`src/rtl/nonce_scheduler.sv`:
```
// Sequences one shared SHA-256 worker through phase-2/phase-3 runs for each nonce of a mining job.
// Optional target comparison is compiled in with NONCE_SCHED_TARGET_CMP_EN.
module nonce_scheduler #(
   parameter int NUM_NONCES  = 16,
   parameter int TIMEOUT_CYC = 80
) (
   input  logic        clk,
   input  logic        reset_n,
   input  logic        start,
   input  logic [31:0] midstate [8],
   input  logic [31:0] msg_tail [3],
   output logic        busy,
   output logic        done,
   output logic        error,
   output logic        worker_start,
   output logic        worker_phase_sel,
   output logic [3:0]  worker_nonce,
   output logic [31:0] worker_hi [8],
   output logic [31:0] worker_msg_tail [3],
   input  logic [31:0] worker_ho [8],
   input  logic        worker_finish,
   output logic        result_valid,
   input  logic        result_ready,
   output logic [3:0]  result_nonce,
   output logic [31:0] result_h0
`ifdef NONCE_SCHED_TARGET_CMP_EN
   ,
   input  logic [31:0] target,
   output logic        found,
   output logic [3:0]  found_nonce
`endif
);

   localparam logic [3:0] LAST_NONCE = 4'(NUM_NONCES - 1);
   localparam int CNT_W = $clog2(TIMEOUT_CYC + 1);
   // GO cycle counts as cycle 0, so the last allowed WAIT cycle sees cnt = TIMEOUT_CYC-2
   localparam logic [CNT_W-1:0] CNT_LIM = CNT_W'(TIMEOUT_CYC - 2);

   typedef enum logic [2:0] {IDLE, P2_GO, P2_WAIT, P3_GO, P3_WAIT, EMIT, FIN} state_t;

   state_t           state, state_nxt;
   logic [CNT_W-1:0] cnt;
   logic [3:0]       nonce;
   logic [31:0]      mid_q  [8];
   logic [31:0]      tail_q [3];
   logic [31:0]      hash2  [8];
   logic             in_wait, timeout, accept, handshake;

   assign in_wait   = (state == P2_WAIT) || (state == P3_WAIT);
   assign timeout   = in_wait && !worker_finish && (cnt == CNT_LIM);
   assign accept    = (state == IDLE) && start;
   assign handshake = (state == EMIT) && result_ready;

   always_comb begin
      state_nxt        = state;
      busy             = 1'b1;
      done             = 1'b0;
      worker_start     = 1'b0;
      worker_phase_sel = 1'b0;
      result_valid     = 1'b0;
      case (state)
         IDLE: begin
            busy = 1'b0;
            if (start) state_nxt = P2_GO;
         end
         P2_GO: begin
            worker_start = 1'b1;
            state_nxt    = P2_WAIT;
         end
         P2_WAIT: begin
            if (worker_finish) state_nxt = P3_GO;
            else if (timeout)  state_nxt = FIN;
         end
         P3_GO: begin
            worker_start     = 1'b1;
            worker_phase_sel = 1'b1;
            state_nxt        = P3_WAIT;
         end
         P3_WAIT: begin
            worker_phase_sel = 1'b1;
            if (worker_finish) state_nxt = EMIT;
            else if (timeout)  state_nxt = FIN;
         end
         EMIT: begin
            result_valid = 1'b1;
            if (result_ready) state_nxt = (nonce == LAST_NONCE) ? FIN : P2_GO;
         end
         FIN: begin
            busy      = 1'b0;
            done      = 1'b1;
            state_nxt = IDLE;
         end
         default: state_nxt = IDLE;
      endcase
   end

   always_ff @(posedge clk or negedge reset_n) begin
      if (!reset_n) begin
         state        <= IDLE;
         cnt          <= '0;
         nonce        <= '0;
         error        <= 1'b0;
         result_nonce <= '0;
         result_h0    <= '0;
      end else begin
         state <= state_nxt;
         if ((state == P2_GO) || (state == P3_GO)) cnt <= '0;
         else if (in_wait)                        cnt <= cnt + 1'b1;
         if (accept) begin
            nonce <= '0;
            error <= 1'b0;
         end
         if (timeout) error <= 1'b1;
         if (handshake && (nonce != LAST_NONCE)) nonce <= nonce + 1'b1;
         if ((state == P3_WAIT) && worker_finish) begin
            result_h0    <= worker_ho[0];
            result_nonce <= nonce;
         end
      end
   end

   // Payload registers carry no reset; they are always rewritten before use
   always_ff @(posedge clk) begin
      if (accept) begin
         mid_q  <= midstate;
         tail_q <= msg_tail;
      end
      if ((state == P2_WAIT) && worker_finish) hash2 <= worker_ho;
   end

`ifdef NONCE_SCHED_TARGET_CMP_EN
   always_ff @(posedge clk or negedge reset_n) begin
      if (!reset_n) begin
         found       <= 1'b0;
         found_nonce <= '0;
      end else if (accept) begin
         found       <= 1'b0;
         found_nonce <= '0;
      end else if ((state == P3_WAIT) && worker_finish && !found && (worker_ho[0] < target)) begin
         found       <= 1'b1;
         found_nonce <= nonce;
      end
   end
`endif

   always_comb begin
      for (int i = 0; i < 8; i++) worker_hi[i] = worker_phase_sel ? hash2[i] : mid_q[i];
   end

   assign worker_msg_tail = tail_q;
   assign worker_nonce    = nonce;

endmodule

```
`config.mk`:
```
export PLATFORM = sky130hd
export DESIGN_NAME = nonce_scheduler
export DESIGN_NICKNAME = d
export VERILOG_FILES = /design/src/rtl/nonce_scheduler.sv
export SDC_FILE = /design/constraint.sdc
export NUM_CORES = 1
export LEC_CHECK = 0
export CELL_PAD_IN_SITES_DETAIL_PLACEMENT = 1
export CELL_PAD_IN_SITES_GLOBAL_PLACEMENT = 1
export CORE_AREA = 2 2 390 392
export CTS_CLUSTER_SIZE = 8
export DETAILED_ROUTE_END_ITERATION = 6
export DIE_AREA = 0 0 392 394
export DONT_BUFFER_PORTS = 1
export GPL_TIMING_DRIVEN = 0
export PLACE_DENSITY_LB_ADDON = 0.1
export SKIP_CTS_REPAIR_TIMING = 1
export SLEW_MARGIN = 25
export SYNTH_ARGS = -nofsm -noshare
export SYNTH_HDL_FRONTEND = slang
export SYNTH_SLANG_ARGS = --single-unit
```
`constraint.sdc`:
```
create_clock -name clk -period 35.8 [get_ports clk]
set_input_delay 7.16 -clock clk [delete_from_list [all_inputs] [get_ports clk]]
set_output_delay 7.16 -clock clk [all_outputs]
set_load 0.1 [all_outputs]
```
==> results of run 1 <==
[state kept, by name (all words and copies together) (netlist names)]
| register | flops |
|---|---|
| result_h0 | 32 |
| worker_msg_tail | 96 |
| worker_nonce | 4 |
| cnt | 7 |
| result_nonce | 4 |
| hash2 | 256 |
| error | 1 |
| state | 3 |
| mid_q | 256 |
[area by class of cell]
| cell class | instances | area [um^2] | share of cell area |
|---|---|---|---|
| flip-flops and latches | 659 | 19500 | 0.662 |
| multi-input cells | 371 | 3850 | 0.131 |
| well taps | 2030 | 2540 | 0.0861 |
| clock buffers | 126 | 2490 | 0.0845 |
| repair buffers | 44 | 460 | 0.0156 |
| plain buffers | 40 | 365 | 0.0124 |
| clock inverters | 15 | 195 | 0.00662 |
| inverters | 6 | 30.0 | 0.00102 |
| diodes | 11 | 27.5 | 0.000933 |
[placed cells by master (no fill, tap or decap), types with 4 or more instances in the layout]
master     instances
mux2_1           256
dfrtp_1           47
clkbuf_16         95
nand4b_1           4
a21oi_1            7
dfrtp_2            4
diode_2           11
inv_1              5
buf_16             4
clkinv_1           6
mux2i_1            4
buf_6             36
edfxtp_1         608
nor2b_1            4
nand2_1            9
mux2_2            36
buf_4             33
clkbuf_1          37
or3_1              4
[layer usage]
metal  vias up  wire length [um]  global-route usage
met5         -               172                   0
met4        26              2020              0.0260
met3       176             12200              0.0667
met2       731             45500               0.199
met1      5634             29400               0.108
li1       4546                 -                   -
[cell families after synthesis]
| logic type | Yosys count | share of synthesized area |
|---|---|---|
| AND/OR/NAND/NOR | 43 | 0.0116 |
| adder cells (fa/ha/maj) | 3 | 0.00158 |
| flip-flops | 659 | 0.822 |
| buffers and inverters | 46 | 0.0163 |
| AO/OA/AOI/OAI | 27 | 0.00800 |
| XOR/XNOR | 2 | 0.000737 |
| multiplexers | 296 | 0.140 |
[final timing paths]
path | from | to | depth (start not counted)
max | state[1] | worker_hi[58] | 5
min | cnt[3] | cnt[3] | 1
max reg2reg | state[0] | hash2[76] | 15
min reg2reg | cnt[3] | cnt[3] | 1
max in group asynchronous | reset_n | worker_nonce[3] | 0
min in group asynchronous | reset_n | result_h0[5] | 0
[synthesized netlist by cell type (2+ instances only)]
| cell | instances | area [um^2] |
|---|---|---|
| a211oi_1 | 2 | 15.0 |
| clkbuf_1 | 7 | 26.3 |
| or4_1 | 2 | 15.0 |
| ha_1 | 3 | 37.5 |
| buf_4 | 4 | 30.0 |
| a21oi_1 | 7 | 35.0 |
| nand4b_1 | 4 | 35.0 |
| buf_6 | 26 | 293 |
| dfrtp_1 | 51 | 1280 |
| and3b_1 | 2 | 17.5 |
| edfxtp_1 | 608 | 18300 |
| mux2_2 | 33 | 372 |
| and3_1 | 2 | 12.5 |
| nor2b_1 | 4 | 25.0 |
| inv_1 | 6 | 22.5 |
| nand3_1 | 3 | 15.0 |
| o211ai_1 | 2 | 15.0 |
| o31ai_1 | 2 | 15.0 |
| nor2_1 | 2 | 7.51 |
| mux2_1 | 259 | 2920 |
| mux2i_1 | 4 | 40.0 |
| nand2_1 | 9 | 33.8 |
| xnor2_1 | 2 | 17.5 |
| buf_2 | 3 | 15.0 |
| o21a_1 | 2 | 15.0 |
| or3_1 | 4 | 25.0 |
| nand2b_1 | 2 | 12.5 |
| o21ai_0 | 3 | 15.0 |
[stage by stage]
stage               utilization  cell area, um^2   TNS, ps  setup WS (ps)
global placement          0.175            26300  -1209840          -4810
global route              0.196            29500         0          24900
CTS                       0.196            29500         0          24820
detailed placement        0.178            26800         0          25580
floorplan                     -            23800         0          10190
finish                    0.196            29500         0          25250
==> results_dict.tcl, run 1 <==
set metrics [dict create \
    critPathMaxStageDelay_ps 830 \
    synthesis.area_mm2 0.0238 \
    rrSetupSlack_ps 31930 \
    fin_crit_sh 0.295 \
    instances_no_fill 3302 \
    drc 0 \
    clk_latency_ps 680 \
    worst_slew_pin_slew_ps 1110 \
    ys_types 46 \
    fin_crit_ps 10550 \
    grt_max_degree 83 \
    hold_violations 0 \
    ys_async_sr_fraction 0.0774 \
    grt_pass1_vias 12232 \
    drive_above_1_share 0.179 \
    ys_seq_area_frac 0.822 \
    cts-root-buf "clkbuf_16" \
    antenna_found_initial 51 \
    path_clk_slew_ps 50 \
    die_x_um 392 \
    grt-ovfl-total 0 \
    outcome "finished clean" \
    coreArea_mm2 0.151 \
    io_buffers 0 \
    route.vias.total 11113 \
    cp-end-kind "primary output" \
    die_h_um 394 \
    criticalPathCategory "flop to primary output" \
    fmax_ghz 0.0948 \
    finalSetupViolations 0 \
    ys_ff_latch 659 \
    critical_path_buf_inv_count 2 \
    slew_viol_final 0 \
    whs_ps 541 \
    ios 1011 \
    viasPerCell 3.37 \
    crit_family "multiplexers" \
    cts_buffers 95 \
    cp_cell_sequence "nor2b_1, a21oi_2, buf_6, buf_6, mux2_1" \
    start_util 0.158 \
    worst_ep_required_time_ps 28640 \
    ant_nets 0 \
    place_congestion 0.847 \
    crit_top_cell "buf_6" \
    cts.sinks 659 \
    cp-start-kind "flop" \
    nets 1833 \
    synthFlopType "edfxtp_1" \
    cp.arrival_ps 3390 \
    slew_headroom 0.263 \
    drt_iter0_markers 520 \
    syn_inst 1076 \
    synth_edf_count 608 \
    skew_ps 48.2 \
    grt_pass1_wl_mm 116 \
    ys_warn_count 0 \
    syn_nets 1692 \
    die_area_mm2 0.154 \
    post-dp-hpwl_mm 69.5 \
    syn2layout_area_growth_pct 24.1 \
    crit_fanout 10 \
    fillers 16211 \
    htreeDepth 3 \
    cts.path.max_buffers 3 \
    rsz0062_at_grt "false" \
    post_drt_wl_per_cell_um 27.0 \
    row_count 143 \
    drt_pass1_iterations 4 \
    drt_wl_total_mm 89.3 \
    cts_tree "done" \
    track_usage 0.111 \
    placed_cells 3150 \
    cpMaxStageDelayCell "mux2_1" \
    maxCapViolCount 0 \
    hold_class "flop to flop" \
    syn_avg_cell_area_um2 22.1 \
]
Power of run 1 is left out: the tool's default activity adds up to more than one toggle a clock period on the data nets, which glitch-free logic cannot reach.
==> run 2: changes to the inputs <==
--- a/config.mk
+++ b/config.mk
@@ -7,10 +7,10 @@
 export LEC_CHECK = 0
 export CELL_PAD_IN_SITES_DETAIL_PLACEMENT = 1
 export CELL_PAD_IN_SITES_GLOBAL_PLACEMENT = 1
-export CORE_AREA = 2 2 390 392
+export CORE_AREA = 2 2 393 395
 export CTS_CLUSTER_SIZE = 8
 export DETAILED_ROUTE_END_ITERATION = 6
-export DIE_AREA = 0 0 392 394
+export DIE_AREA = 0 0 395 397
 export DONT_BUFFER_PORTS = 1
 export GPL_TIMING_DRIVEN = 0
 export PLACE_DENSITY_LB_ADDON = 0.1
==> constraint.sdc (replaced) <==
create_clock -name clk -period 10.65 [get_ports clk]
set_input_delay 2.13 -clock clk [delete_from_list [all_inputs] [get_ports clk]]
set_output_delay 2.13 -clock clk [all_outputs]
set_load 0.1 [all_outputs]
==> results_dict.tcl, run 2 (same netlist as run 1, synthesis figures left out) <==
set metrics [dict create \
    slew_viol_final 0 \
    instances_no_fill 3299 \
    drt_iter0_markers 532 \
    cp-end-kind "primary output" \
    die_area_mm2 0.157 \
    rrSetupSlack_ps 6810 \
    cts_tree "done" \
    place_congestion 0.832 \
    r2r-end "hash2[93]" \
    reg2regPathDepth 13 \
    outcome "finished clean" \
    route.vias.total 11046 \
    die_x_um 395 \
    slew_headroom 0.290 \
    endpoint "worker_hi[92]" \
    cts-root-buf "clkbuf_16" \
    drive_above_1_share 0.172 \
    ios 1011 \
    fin_crit_sh 0.527 \
    drc 0 \
    htreeDepth 3 \
    nets 1815 \
    grt_pass1_wl_mm 116 \
    io_buffers 0 \
    maxCapViolCount 0 \
    rsz0062_at_grt "false" \
    drt_pass1_iterations 4 \
    path_clk_slew_ps 60 \
    layout_commonest_cell "edfxtp_1" \
    post-dp-hpwl_mm 67.2 \
    placed_cell_area_mm2 0.0268 \
    row_count 144 \
    grt_pass1_vias 12161 \
    criticalPathCategory "flop to primary output" \
    drt_wl_total_mm 87.5 \
    track_usage 0.108 \
    placed_cells 3147 \
    ant_nets 0 \
    viasPerCell 3.35 \
    start_util 0.155 \
    coreArea_mm2 0.153 \
    cp.arrival_ps 3480 \
    hold_class "flop to flop" \
    finalSetupViolations 0 \
    antenna_found_initial 63 \
    cp-startpoint "state[2]" \
    worstHoldStart "cnt[6]" \
    cts_buffers 94 \
    post_drt_wl_per_cell_um 26.5 \
    hold_violations 0 \
    fmax_ghz 0.178 \
    final_util 0.193 \
    clk_latency_ps 720 \
    grt-ovfl-total 0 \
    fin_area_mm2 0.0295 \
    final_cell_mix "edfxtp_1, mux2_1, clkbuf_16, dfrtp_1, mux2_2" \
    grt_max_degree 79 \
    crit_fanout 10 \
    worst_slew_pin_slew_ps 1070 \
    fillers 16335 \
    fin_crit_ps 5610 \
    regToRegStartpoint "state[0]" \
    die_h_um 397 \
    cp-start-kind "flop" \
    cts.sinks 659 \
    syn2layout_area_growth_pct 24.0 \
    skew_ps 62.4 \
    cts.path.max_buffers 3 \
    worst_ep_required_time_ps 8520 \
]
run 2: worst min path at each step:
stage | to | slack [ps] | cells past startpoint
after floorplan | cnt[3] | 480 | 1
after global placement | cnt[3] | 520 | 1
after detailed placement | cnt[6] | 550 | 2
after CTS | cnt[6] | 570 | 2
after global routing | cnt[6] | 590 | 2
final | cnt[6] | 560 | 2
run 2: layer usage:
layer	global-route usage	wire, um	vias up
met3	0.0634	10500	199
met5	0	231	-
met1	0.106	29400	5565
met2	0.193	45300	724
met4	0.0269	2080	36
li1	-	-	4522
run 2: stage by stage:
step | hold slack, ps | TNS (ps) | setup slack, ps
floorplan | 483 | 0 | 452
global placement | 523 | -2437400 | -4680
detailed placement | 554 | 0 | 5500
CTS | 567 | 0 | 4690
global route | 586 | 0 | 4750
finish | 564 | 0 | 5040
run 2: layout make-up:
class	count	area, um^2	area share
sequential	659	19500	0.663
multi-input combinational	371	3860	0.131
tap	2044	2560	0.0868
clock buffer	127	2490	0.0844
timing repair buffer	27	410	0.0139
buffer	40	365	0.0124
clock inverter	11	190	0.00645
antenna	14	35.0	0.00119
inverter	6	30.0	0.00102
run 2: critical path, cell delays in order, from the launching register on:
cell and delay (ps):
dfrtp_1 450, nor3b_4 200, a21oi_2 610, buf_6 350, buf_6 220, mux2_1 860
Power of run 2 is left out for the same reason.
==> run 3: changes to the inputs <==
==> constraint.sdc (replaced) <==
create_clock -name clk -period 5.7 [get_ports clk]
set_input_delay 1.14 -clock clk [delete_from_list [all_inputs] [get_ports clk]]
set_output_delay 1.14 -clock clk [all_outputs]
set_load 0.1 [all_outputs]
==> results_dict.tcl, run 3 (same netlist as run 1, synthesis figures left out) <==
set metrics [dict create \
    worst_slew_pin_slew_ps 1080 \
    row_count 144 \
    fin_crit_ps 4550 \
    htreeDepth 3 \
    clk_latency_ps 720 \
    worst_ep_required_time_ps 4560 \
    skew_ps 62.8 \
    die_x_um 395 \
    reg2regPathDepth 14 \
    placed_cells 3161 \
    route.vias.total 11027 \
    outcome "finished clean" \
    syn2layout_area_growth_pct 25.5 \
    nets 1830 \
    drc 0 \
    grt_pass1_vias 12210 \
    drt_pass1_iterations 6 \
    cts_buffers 95 \
    viasPerCell 3.33 \
    criticalPathCategory "flop to primary output" \
    drive_above_1_share 0.185 \
    place_congestion 0.772 \
    fin_crit_sh 0.798 \
    ios 1011 \
    cts.sinks 659 \
    cts.path.max_buffers 3 \
    die_h_um 397 \
    crit_fanout 10 \
    cp.arrival_ps 3410 \
    fillers 16352 \
    hold_violations 0 \
    fmax_ghz 0.220 \
    drt_iter0_markers 487 \
    post-dp-hpwl_mm 68.4 \
    drt_wl_total_mm 87.2 \
    cts_tree "done" \
    r2r-end "hash2[120]" \
    track_usage 0.108 \
    slew_headroom 0.279 \
    grt-ovfl-total 0 \
    die_area_mm2 0.157 \
    post_drt_wl_per_cell_um 26.3 \
    path_clk_slew_ps 60 \
    instances_no_fill 3316 \
    grt_pass1_wl_mm 115 \
    regToRegStartpoint "state[0]" \
    maxCapViolCount 0 \
    final_cell_mix "edfxtp_1, mux2_1, clkbuf_16, dfrtp_1, buf_6" \
    cp-start-kind "flop" \
    cp-end-kind "primary output" \
    start_util 0.155 \
    layout_commonest_cell "edfxtp_1" \
    ant_nets 0 \
    finalSetupViolations 0 \
    antenna_found_initial 48 \
    hold_class "input pin to async pin" \
    slew_viol_final 0 \
    rsz0062_at_grt "false" \
    rrSetupSlack_ps 2050 \
    cts-root-buf "clkbuf_16" \
    coreArea_mm2 0.153 \
    grt_max_degree 52 \
    io_buffers 0 \
]
==> run 3: how the worst max path moves through the flow <==
stage                        startpoint        endpoint  slack (ps)  cells past startpoint
final                          state[1]  worker_hi[124]        1150                      5
after global routing           state[1]  worker_hi[124]         780                      5
after detailed placement       state[1]  worker_hi[124]        1490                      5
after floorplan           worker_finish        hash2[0]       -1990                      2
after global placement         state[0]       hash2[61]       -7410                      4
after CTS                      state[1]  worker_hi[124]         700                      5
==> run 3: metal layers <==
metal / track usage / share of wire / vias to the layer above
met5: 0 / 0.0020 / -
met4: 0.0321 / 0.027 / 26
met3: 0.0585 / 0.11 / 176
met2: 0.192 / 0.52 / 701
met1: 0.107 / 0.34 / 5574
li1: - / - / 4550
==> run 3: area by class of cell <==
type	instances	area [um^2]	share of cell area
inverter	6	26.3	0.000881
sequential	659	19500	0.655
clock inverter	11	284	0.00952
tap	2044	2560	0.0857
antenna	15	37.5	0.00126
timing repair buffer	41	638	0.0214
multi-input combinational	371	3870	0.130
buffer	40	367	0.0123
clock buffer	129	2510	0.0843
==> run 3: critical path, stage by stage (launching register included) <==
cell	delay, ps
dfrtp_1	460
nor2b_1	200
a21oi_2	570
buf_6	320
buf_6	260
mux2_1	870
==> run 3: stage by stage <==
| stage | instance area [um^2] | setup slack (ps) | utilization | hold slack [ps] | TNS, ps |
|---|---|---|---|---|---|
| 6_report | 29800 | 1150 | 0.195 | 126 | 0 |
| 5_1_grt | 29800 | 784 | 0.195 | 36.7 | 0 |
| 4_1_cts | 29800 | 698 | 0.195 | 6.01 | 0 |
| 3_5_place_dp | 27000 | 1490 | 0.176 | 545 | 0 |
| 3_3_place_gp | 26400 | -7410 | 0.172 | 549 | -3786490 |
| 2_1_floorplan | 23800 | -1990 | - | 483 | -1002240 |
Power of run 3 is left out for the same reason.
